## config.mk

```make
export PLATFORM = sky130hd
export DESIGN_NAME = seven_seg_scan_decoder
export DESIGN_NICKNAME = d
export VERILOG_FILES = /design/src/rtl/seven_seg_scan_decoder.sv
export SDC_FILE = /design/constraint.sdc
export NUM_CORES = 1
export LEC_CHECK = 0
export BUFFER_PORTS_ARGS = -buffer_cell sky130_fd_sc_hd__buf_4
export CORE_MARGIN = 4
export CORE_UTILIZATION = 57
export CTS_CLUSTER_DIAMETER = 40
export CTS_CLUSTER_SIZE = 10
export DETAILED_ROUTE_END_ITERATION = 8
export HOLD_SLACK_MARGIN = 0.06
export PLACE_DENSITY = 0.81
export SYNTH_ARGS = -nofsm -noshare
export SYNTH_HDL_FRONTEND = slang
export SYNTH_SLANG_ARGS = --single-unit
export TNS_END_PERCENT = 1
```

## constraint.sdc

```tcl
create_clock -name clk -period 6.3 [get_ports clk]
set_input_delay 0.315 -clock clk [delete_from_list [all_inputs] [get_ports clk]]
set_output_delay 0.315 -clock clk [all_outputs]
set_load 0.02 [all_outputs]
```

## src/rtl/seven_seg_scan_decoder.sv

```systemverilog
// -----------------------------------------------------------------------------
// seven_seg_scan_decoder
//
// Watches a time-multiplexed, active-low 7-segment display bus and recovers the
// hex nibble shown on each digit position. Meant to sit beside the display
// driver as an on-chip readback/checker, or as the receive end of any 7-seg
// scan link. The decode table is the exact inverse of the hex->segment encoder.
//
// A sample {an_i, seg_i} must be seen on STABLE_CYCLES consecutive rising edges
// before it is acted upon; each stable interval produces exactly one capture.
//
// Parameters
//   DIGITS         number of multiplexed digit positions (1..16)
//   STABLE_CYCLES  consecutive identical samples required for a capture (>=2)
//
// Ports
//   clk            system clock, rising edge
//   rst            synchronous active-high reset
//   an_i           digit enables, active-low (bit k low selects digit k)
//   seg_i          segments, active-low, bit0=a .. bit6=g
//   err_clr_i      clears err_o (a new error in the same cycle wins)
//   value_o        decoded nibbles, digit k at [4k+3:4k]
//   digit_valid_o  bit k set: last capture of digit k held a legal code
//   frame_valid_o  one-cycle pulse: every digit captured since previous pulse
//   err_o          sticky: illegal segment code, or more than one anode low
//
// Build option
//   SEG_SYNC_EN    when defined, an_i and seg_i pass through a two-flop
//                  synchroniser before the sample register (latency +2).
//                  Leave undefined when the inputs are already synchronous.
// -----------------------------------------------------------------------------
module seven_seg_scan_decoder #(
    parameter int DIGITS        = 8,
    parameter int STABLE_CYCLES = 4
) (
    input  logic                  clk,
    input  logic                  rst,
    input  logic [DIGITS-1:0]     an_i,
    input  logic [6:0]            seg_i,
    input  logic                  err_clr_i,
    output logic [4*DIGITS-1:0]   value_o,
    output logic [DIGITS-1:0]     digit_valid_o,
    output logic                  frame_valid_o,
    output logic                  err_o
);

    localparam int CW = $clog2(STABLE_CYCLES + 1);
    localparam int IW = (DIGITS > 1) ? $clog2(DIGITS) : 1;
    localparam logic [CW-1:0] CNT_ARM = CW'(STABLE_CYCLES - 1);
    localparam logic [CW-1:0] CNT_SAT = CW'(STABLE_CYCLES);

    // Inverse of the hex->segment encoder; result is {legal, nibble}.
    // Input is the active-high gfedcba pattern.
    function automatic logic [4:0] decode_seg(input logic [6:0] code);
        logic [4:0] res;
        case (code)
            7'h3F:   res = 5'h10;
            7'h06:   res = 5'h11;
            7'h5B:   res = 5'h12;
            7'h4F:   res = 5'h13;
            7'h66:   res = 5'h14;
            7'h6D:   res = 5'h15;
            7'h7D:   res = 5'h16;
            7'h07:   res = 5'h17;
            7'h7F:   res = 5'h18;
            7'h6F:   res = 5'h19;
            7'h77:   res = 5'h1A;
            7'h7C:   res = 5'h1B;
            7'h39:   res = 5'h1C;
            7'h5E:   res = 5'h1D;
            7'h79:   res = 5'h1E;
            7'h71:   res = 5'h1F;
            default: res = 5'h00;
        endcase
        return res;
    endfunction

    logic [DIGITS-1:0]   an_smp_s;
    logic [6:0]          seg_smp_s;

`ifdef SEG_SYNC_EN
    logic [DIGITS-1:0]   an_s1_r;
    logic [DIGITS-1:0]   an_s2_r;
    logic [6:0]          seg_s1_r;
    logic [6:0]          seg_s2_r;

    // Two-flop synchroniser for asynchronous display pins; reset to a blank bus.
    always_ff @(posedge clk) begin
        if (rst) begin
            an_s1_r  <= '1;
            an_s2_r  <= '1;
            seg_s1_r <= 7'h00;
            seg_s2_r <= 7'h00;
        end else begin
            an_s1_r  <= an_i;
            an_s2_r  <= an_s1_r;
            seg_s1_r <= seg_i;
            seg_s2_r <= seg_s1_r;
        end
    end

    assign an_smp_s  = an_s2_r;
    assign seg_smp_s = seg_s2_r;
`else
    assign an_smp_s  = an_i;
    assign seg_smp_s = seg_i;
`endif

    logic [DIGITS-1:0]   an_p_r;
    logic [6:0]          seg_p_r;
    logic [CW-1:0]       cnt_r;
    logic [DIGITS-1:0]   seen_r;

    logic                same_s;
    logic                capture_s;
    logic [CW-1:0]       cnt_nxt_s;
    logic [4:0]          low_cnt_s;
    logic [IW-1:0]       low_idx_s;
    logic [4:0]          dec_s;
    logic                err_set_s;
    logic [4*DIGITS-1:0] value_nxt_s;
    logic [DIGITS-1:0]   valid_nxt_s;
    logic [DIGITS-1:0]   seen_nxt_s;
    logic                frame_nxt_s;
    logic                err_nxt_s;

    // Stability counter: restart on any change, arm a single capture on the
    // STABLE_CYCLES-th identical sample, then saturate until the bus changes.
    always_comb begin
        same_s    = (an_smp_s == an_p_r) && (seg_smp_s == seg_p_r);
        capture_s = 1'b0;
        cnt_nxt_s = cnt_r;
        if (!same_s) begin
            cnt_nxt_s = CW'(1);
        end else if (cnt_r < CNT_ARM) begin
            cnt_nxt_s = cnt_r + CW'(1);
        end else if (cnt_r == CNT_ARM) begin
            cnt_nxt_s = CNT_SAT;
            capture_s = 1'b1;
        end else begin
            cnt_nxt_s = cnt_r;
        end
    end

    // Anode classification: number of low anodes and the position of one of them.
    always_comb begin
        low_cnt_s = 5'd0;
        low_idx_s = '0;
        for (int k = 0; k < DIGITS; k++) begin
            if (!an_smp_s[k]) begin
                low_cnt_s = low_cnt_s + 5'd1;
                low_idx_s = IW'(k);
            end else begin
                low_cnt_s = low_cnt_s;
            end
        end
        dec_s = decode_seg(~seg_smp_s);
    end

    // Capture event: update the selected digit, flag errors, close frames.
    always_comb begin
        value_nxt_s = value_o;
        valid_nxt_s = digit_valid_o;
        seen_nxt_s  = seen_r;
        frame_nxt_s = 1'b0;
        err_set_s   = 1'b0;
        if (capture_s) begin
            if (low_cnt_s == 5'd1) begin
                if (dec_s[4]) begin
                    value_nxt_s[{low_idx_s, 2'b00} +: 4] = dec_s[3:0];
                    valid_nxt_s[low_idx_s]               = 1'b1;
                    seen_nxt_s[low_idx_s]                = 1'b1;
                    if (&seen_nxt_s) begin
                        frame_nxt_s = 1'b1;
                        seen_nxt_s  = '0;
                    end else begin
                        frame_nxt_s = 1'b0;
                    end
                end else begin
                    valid_nxt_s[low_idx_s] = 1'b0;
                    err_set_s              = 1'b1;
                end
            end else if (low_cnt_s > 5'd1) begin
                err_set_s = 1'b1;
            end else begin
                // Blank bus: nothing to capture.
                err_set_s = 1'b0;
            end
        end else begin
            err_set_s = 1'b0;
        end

        if (err_set_s) begin
            err_nxt_s = 1'b1;
        end else if (err_clr_i) begin
            err_nxt_s = 1'b0;
        end else begin
            err_nxt_s = err_o;
        end
    end

    // State and output registers.
    always_ff @(posedge clk) begin
        if (rst) begin
            an_p_r        <= '1;
            seg_p_r       <= 7'h00;
            cnt_r         <= '0;
            seen_r        <= '0;
            value_o       <= '0;
            digit_valid_o <= '0;
            frame_valid_o <= 1'b0;
            err_o         <= 1'b0;
        end else begin
            an_p_r        <= an_smp_s;
            seg_p_r       <= seg_smp_s;
            cnt_r         <= cnt_nxt_s;
            seen_r        <= seen_nxt_s;
            value_o       <= value_nxt_s;
            digit_valid_o <= valid_nxt_s;
            frame_valid_o <= frame_nxt_s;
            err_o         <= err_nxt_s;
        end
    end

endmodule
```

### Word level (Yosys, flattened, before mapping)

Cells that the tools add are included.
W data, S select, Z words.

* word-level logic and storage cells: 97
* input bits: 18
* register bits after elaboration: 68
* output and inout port bits: 42

* shifts and indexed selects: 2
* add/subtract/negate cells: 9
* mux-type cells: 34
* equal/unequal tests: 21
* $lt $le $gt $ge: 4
* bitwise logic cells: 9
* reductions and logical operators: 9

Operators by type and width (number)
* $eq A7 B7 Y1 const B: 12
* $pmux W5 S16: 1
* $add A5 B1 Y5 const B: 7
* $mux W5: 7
* $bwmux W32: 1
* $shift A4 B7 Y32 const A: 1
* $shiftx A4 B7 Y32: 1
* $mux W3: 8
* $mux W8: 2
* $or A8 B8 Y8: 2
* $eq A7 B3 Y1 const B: 2
* $eq A7 B6 Y1 const B: 2
* $mux W1: 14
* $and A8 B8 Y8: 1
* $eq A8 B8 Y1: 1
* $not A8 Y8: 1
* $reduce_and A8 Y1: 1
* $eq A7 B7 Y1: 1
* $neg A5 Y7: 1
* $not A7 Y7: 1
* $eq A5 B1 Y1 const B: 1
* $gt A5 B1 Y1 const B: 1
* $lt A3 B4 Y1 const B: 1
* $not A1 Y1: 4
* 12 further kinds: 14

### Logic depth before layout (Yosys ltp)

* word-level depth: 20
* gate-level depth with buffers: 22
* depth with buffers taken out: 20

### Least setup slack after synthesis

Ideal clock, no wire load.

* kind: input -> register
* from: input port an_i[0]
* to: register value_o[12]
* required time: 6177 ps
* slack: 1622 ps
* buffers on the path: 1
* arrival: 4555 ps
* cell stages on the path: 20
* library setup time: 123 ps
* cells stage by stage: inv_1 -> ha_1 -> buf_4 -> xor2_2 -> inv_2 -> xnor2_1 -> ha_1 -> or2_2 -> a31o_1 -> o221ai_1 -> o21ai_0 -> ha_1 -> nor2_1 -> nor2_1 -> ha_1 -> nor3b_1 -> mux2i_1 -> a2111oi_4 -> nand4_2 -> mux2_1

* cells in the longest elaborated chain, start to end: 17
* elaborated cells on any way between the ends: 20
* those cells by class: 7 x add/sub; 2 x eq/ne; 9 x mux; 2 x reduce/logical

Ends and longest elaborated chain
* start, declared: line 38 `input logic [DIGITS-1:0] an_i,`
* $mux W1: line 150 `if (!an_smp_s[k]) begin`
* $add A5 B1 Y5: line 151 `low_cnt_s = low_cnt_s + 5'd1;`
* $mux W5: line 150
* $add A5 B1 Y5: line 151
* $mux W5: line 150
* $add A5 B1 Y5: line 151
* $mux W5: line 150
* $add A5 B1 Y5: line 151
* $mux W5: line 150
* $add A5 B1 Y5: line 151
* $mux W5: line 150
* $add A5 B1 Y5: line 151
* $mux W5: line 150
* $add A5 B1 Y5: line 151
* $mux W5: line 150
* $eq A5 B1 Y1: line 168 `if (low_cnt_s == 5'd1) begin`
* $reduce_and A3 Y1 (no line) (*)
* end signal, assigned: line 218 `value_o <= value_nxt_s;`
* end, declared: line 41 `output logic [4*DIGITS-1:0] value_o,`

Every way passes the cells marked *; elsewhere a longest branch is shown, timed or not.
A chain may end at the register's enable or synchronous reset.

### Final worst setup path

* from: input port an_i[1]
* to: register value_o[12]

* cells in the longest elaborated chain, start to end: 15
* elaborated cells on any way between the ends: 29
* those cells by class: 7 x add/sub; 2 x eq/ne; 2 x shift; 16 x mux; 2 x reduce/logical

Ends and longest elaborated chain (line)
* $mux W5: 150
* $add A5 B1 Y5: 151
* $mux W5: 150
* $add A5 B1 Y5: 151
* $mux W5: 150
* $add A5 B1 Y5: 151
* $mux W5: 150
* $add A5 B1 Y5: 151
* $mux W5: 150
* $add A5 B1 Y5: 151
* $mux W5: 150
* $add A5 B1 Y5: 151
* $mux W5: 150
* $eq A5 B1 Y1: 168
* $reduce_and A3 Y1 (no line)

Several ways; a longest one is shown, not always the timed one.

==> reports/results.txt <==
outcome = completed
synthesized net count = 514
Mapped Cells = 484
Setup violations, final = 0
antenna violations before repair = 0
Placed Cells = 609
Tmin final = 5000 ps
die height = 93.4 um
Post-synth EDFFs = 0
DR iter-0 viols = 210
Post-CTS Setup Inserts = 0
PD cells = 219 nW/um2
TritonCTS buffer count = 9
H-tree levels = 3
Avg Cell Area, Syn = 8.59 um2
DR vias = 3,720
Slew Viols, Final = 0
mapped cell area = 4160 um2
Routed Antenna Nets = 0
first-pass iteration count of the detailed router = 4
worst-margin pin slew = 580 ps
Area Overhead vs Synth = 16.0%
DRC viols = 0
port bufs = 59
setup TNS = 0 ps
Sink Count = 68
Final #Nets = 554
full die area = 8730 um2
Top Ports = 60
fin area = 4830 um2
GRT overflow = 0
Cell variety after synth = 67
Max clock buf depth = 2
Post-synth ARST share = 0
leakage power = 2.11 nW
CTS clock-pin slew for the worst setup and hold paths = 80 ps
origin of the worst setup path = an_i[1]
clk_lat worst skew = 350 ps
Post-synth top flop = dfxtp_1
number of global-route vias before repair = 3,521
first-pass GRT wire length = 16,500 um
Worst R2R Setup Slack = 3210 ps
largest net degree at the start of global routing = 68
hold path start = an_i[0]
fin cells = 625
R2R depth = 8
Yosys top cell area share = 0.327
Die Wd = 93.4 um
Area after DPL = 4600 um2
peak supply drop = 0.000189 V
r2r startpoint = an_p_r[2]
Yosys warning count = 0
area leader, netlist = dfxtp_1
MaxCap Viol Count = 0
Slew Limit Headroom = 0.613
hold bufs inserted after CTS = 0
critical path data arrival time = 5240 ps
initial core utilization = 0.599
Total GRT Usage = 0.231
Tot Pwr = 1.05 mW
Hold Path Depth = 2
Core ar. = 6940 um2
Seq cells post-synth = 68
Antenna diodes = 0
Hold Crit Endpoint = an_p_r[0]
CTS tree = built
Max Clk Rate = 200 MHz
most common cell in the synthesized netlist = dfxtp_1
ratio of cells with drive above 1 in the final layout = 0.206
required time worst endpoint = 6540 ps
root buffer cell = clkbuf_8
# fillers = 555
Multi-input gate area = 2600 um2
Reg area = 1360 um2
DP HPWL = 6960 um
top post-synthesis cells by count = dfxtp_1, nand2b_1, nor2_1, mux2i_1, nand2_1
mean routed wirelength per cell = 15.7 um
critical path class = primary input to flip-flop
Hold Vio Cnt, Final = 0
DR vias/cell = 5.95
synth top area cells = dfxtp_1, mux2i_1, nand2b_1
startpoint types = primary input
Cell Rows = 30
Crit. End Element = flip-flop
Worst Path Max Fanout = 10
Hold/Removal Path Class = primary input to flip-flop
RSZ-0062 raised after global routing = no
period utilization = 0.794
post-synthesis sequential area ratio = 0.327
Total Routed Length = 9830 um
Clock Skew = 9.49 ps
post-CTS sizing = 0
reg-to-reg critical path endpoint = value_o[12]
GP Congestion = 0.917
[worst max path at each step]
stage | cells after the start | to | slack, ps
6_report | 20 | value_o[12] | 1300
2_1_floorplan | 20 | value_o[12] | 1620
3_5_place_dp | 20 | value_o[12] | 950
5_1_grt | 20 | value_o[12] | 830
3_3_place_gp | 20 | value_o[12] | 1220
4_1_cts | 20 | value_o[12] | 1320
[per-stage QoR]
stage / util / hold WS [ps] / setup WS, ps
floorplan: - / 422 / 1620
global placement: 0.663 / 439 / 1220
detailed placement: 0.663 / 449 / 954
CTS: 0.695 / 191 / 1320
global route: 0.695 / 199 / 827
finish: 0.695 / 206 / 1300
[cells in the final DEF, fill, tap and decap left out, types with 5 or more instances in the layout]
master	n
nand2b_1	35
nand2_1	23
inv_1	15
nor3_1	15
mux2i_1	31
a31oi_1	10
buf_4	60
and2_1	6
nand4_1	8
a41oi_1	6
nand3_1	17
xor2_1	18
nor2_1	33
nor4_1	10
or2_2	14
ha_1	12
a311oi_1	7
a21o_1	5
o21ai_0	11
nor2b_1	12
clkbuf_8	9
and3_1	5
a21oi_1	18
dfxtp_1	68
nor3b_1	8
[logic make-up (layout without fill, tap and decap cells)]
| logic type | after synthesis | in the layout | share of synthesized area |
|---|---|---|---|
| multiplexers | 35 | 35 | 0.0860 |
| XOR/XNOR | 27 | 27 | 0.0689 |
| AO/OA/AOI/OAI | 87 | 87 | 0.155 |
| AND/OR/NAND/NOR | 206 | 206 | 0.280 |
| buffers and inverters | 49 | 94 | 0.0466 |
| flip-flops | 68 | 68 | 0.327 |
| adder cells (fa/ha/maj) | 12 | 12 | 0.0361 |
[cell type report]
cell class	instances	area share
Clock inverter	7	0.0205
Clock buffer	9	0.0257
Inverter	18	0.0140
Sequential cell	68	0.282
Multi-Input combinational cell	367	0.540
Tap cell	96	0.0249
Timing Repair Buffer	60	0.0933
[routing by layer]
layer,GRT usage,vias up,wire [um]
met4,0.0781,0,184
li1,-,1813,-
met3,0.0547,17,445
met5,0,-,0
met1,0.296,1778,4400
met2,0.379,112,4800
[critical path: stages]
cell       delay [ps]
buf_4             120
inv_1              60
ha_1              470
xor2_2            260
inv_2             140
xnor2_1           150
ha_1              280
or2_2             290
a31o_1            230
o221ai_1          230
o21ai_0           120
ha_1              290
nor2_1            230
nor2_1             90
ha_1              310
nor3b_1           240
mux2i_1           210
a2111oi_4         560
nand4_2           270
mux2_1            360
[where the power goes]
| part | leakage, nW | internal [mW] | switching, mW |
|---|---|---|---|
| clock | 0.110 | 0.225 | 0.179 |
| combinational | 1.45 | 0.0865 | 0.127 |
| sequential | 0.552 | 0.435 | 0.00258 |
| total | 2.11 | 0.746 | 0.309 |
No activity file was read; power rests on OpenSTA's default activity.
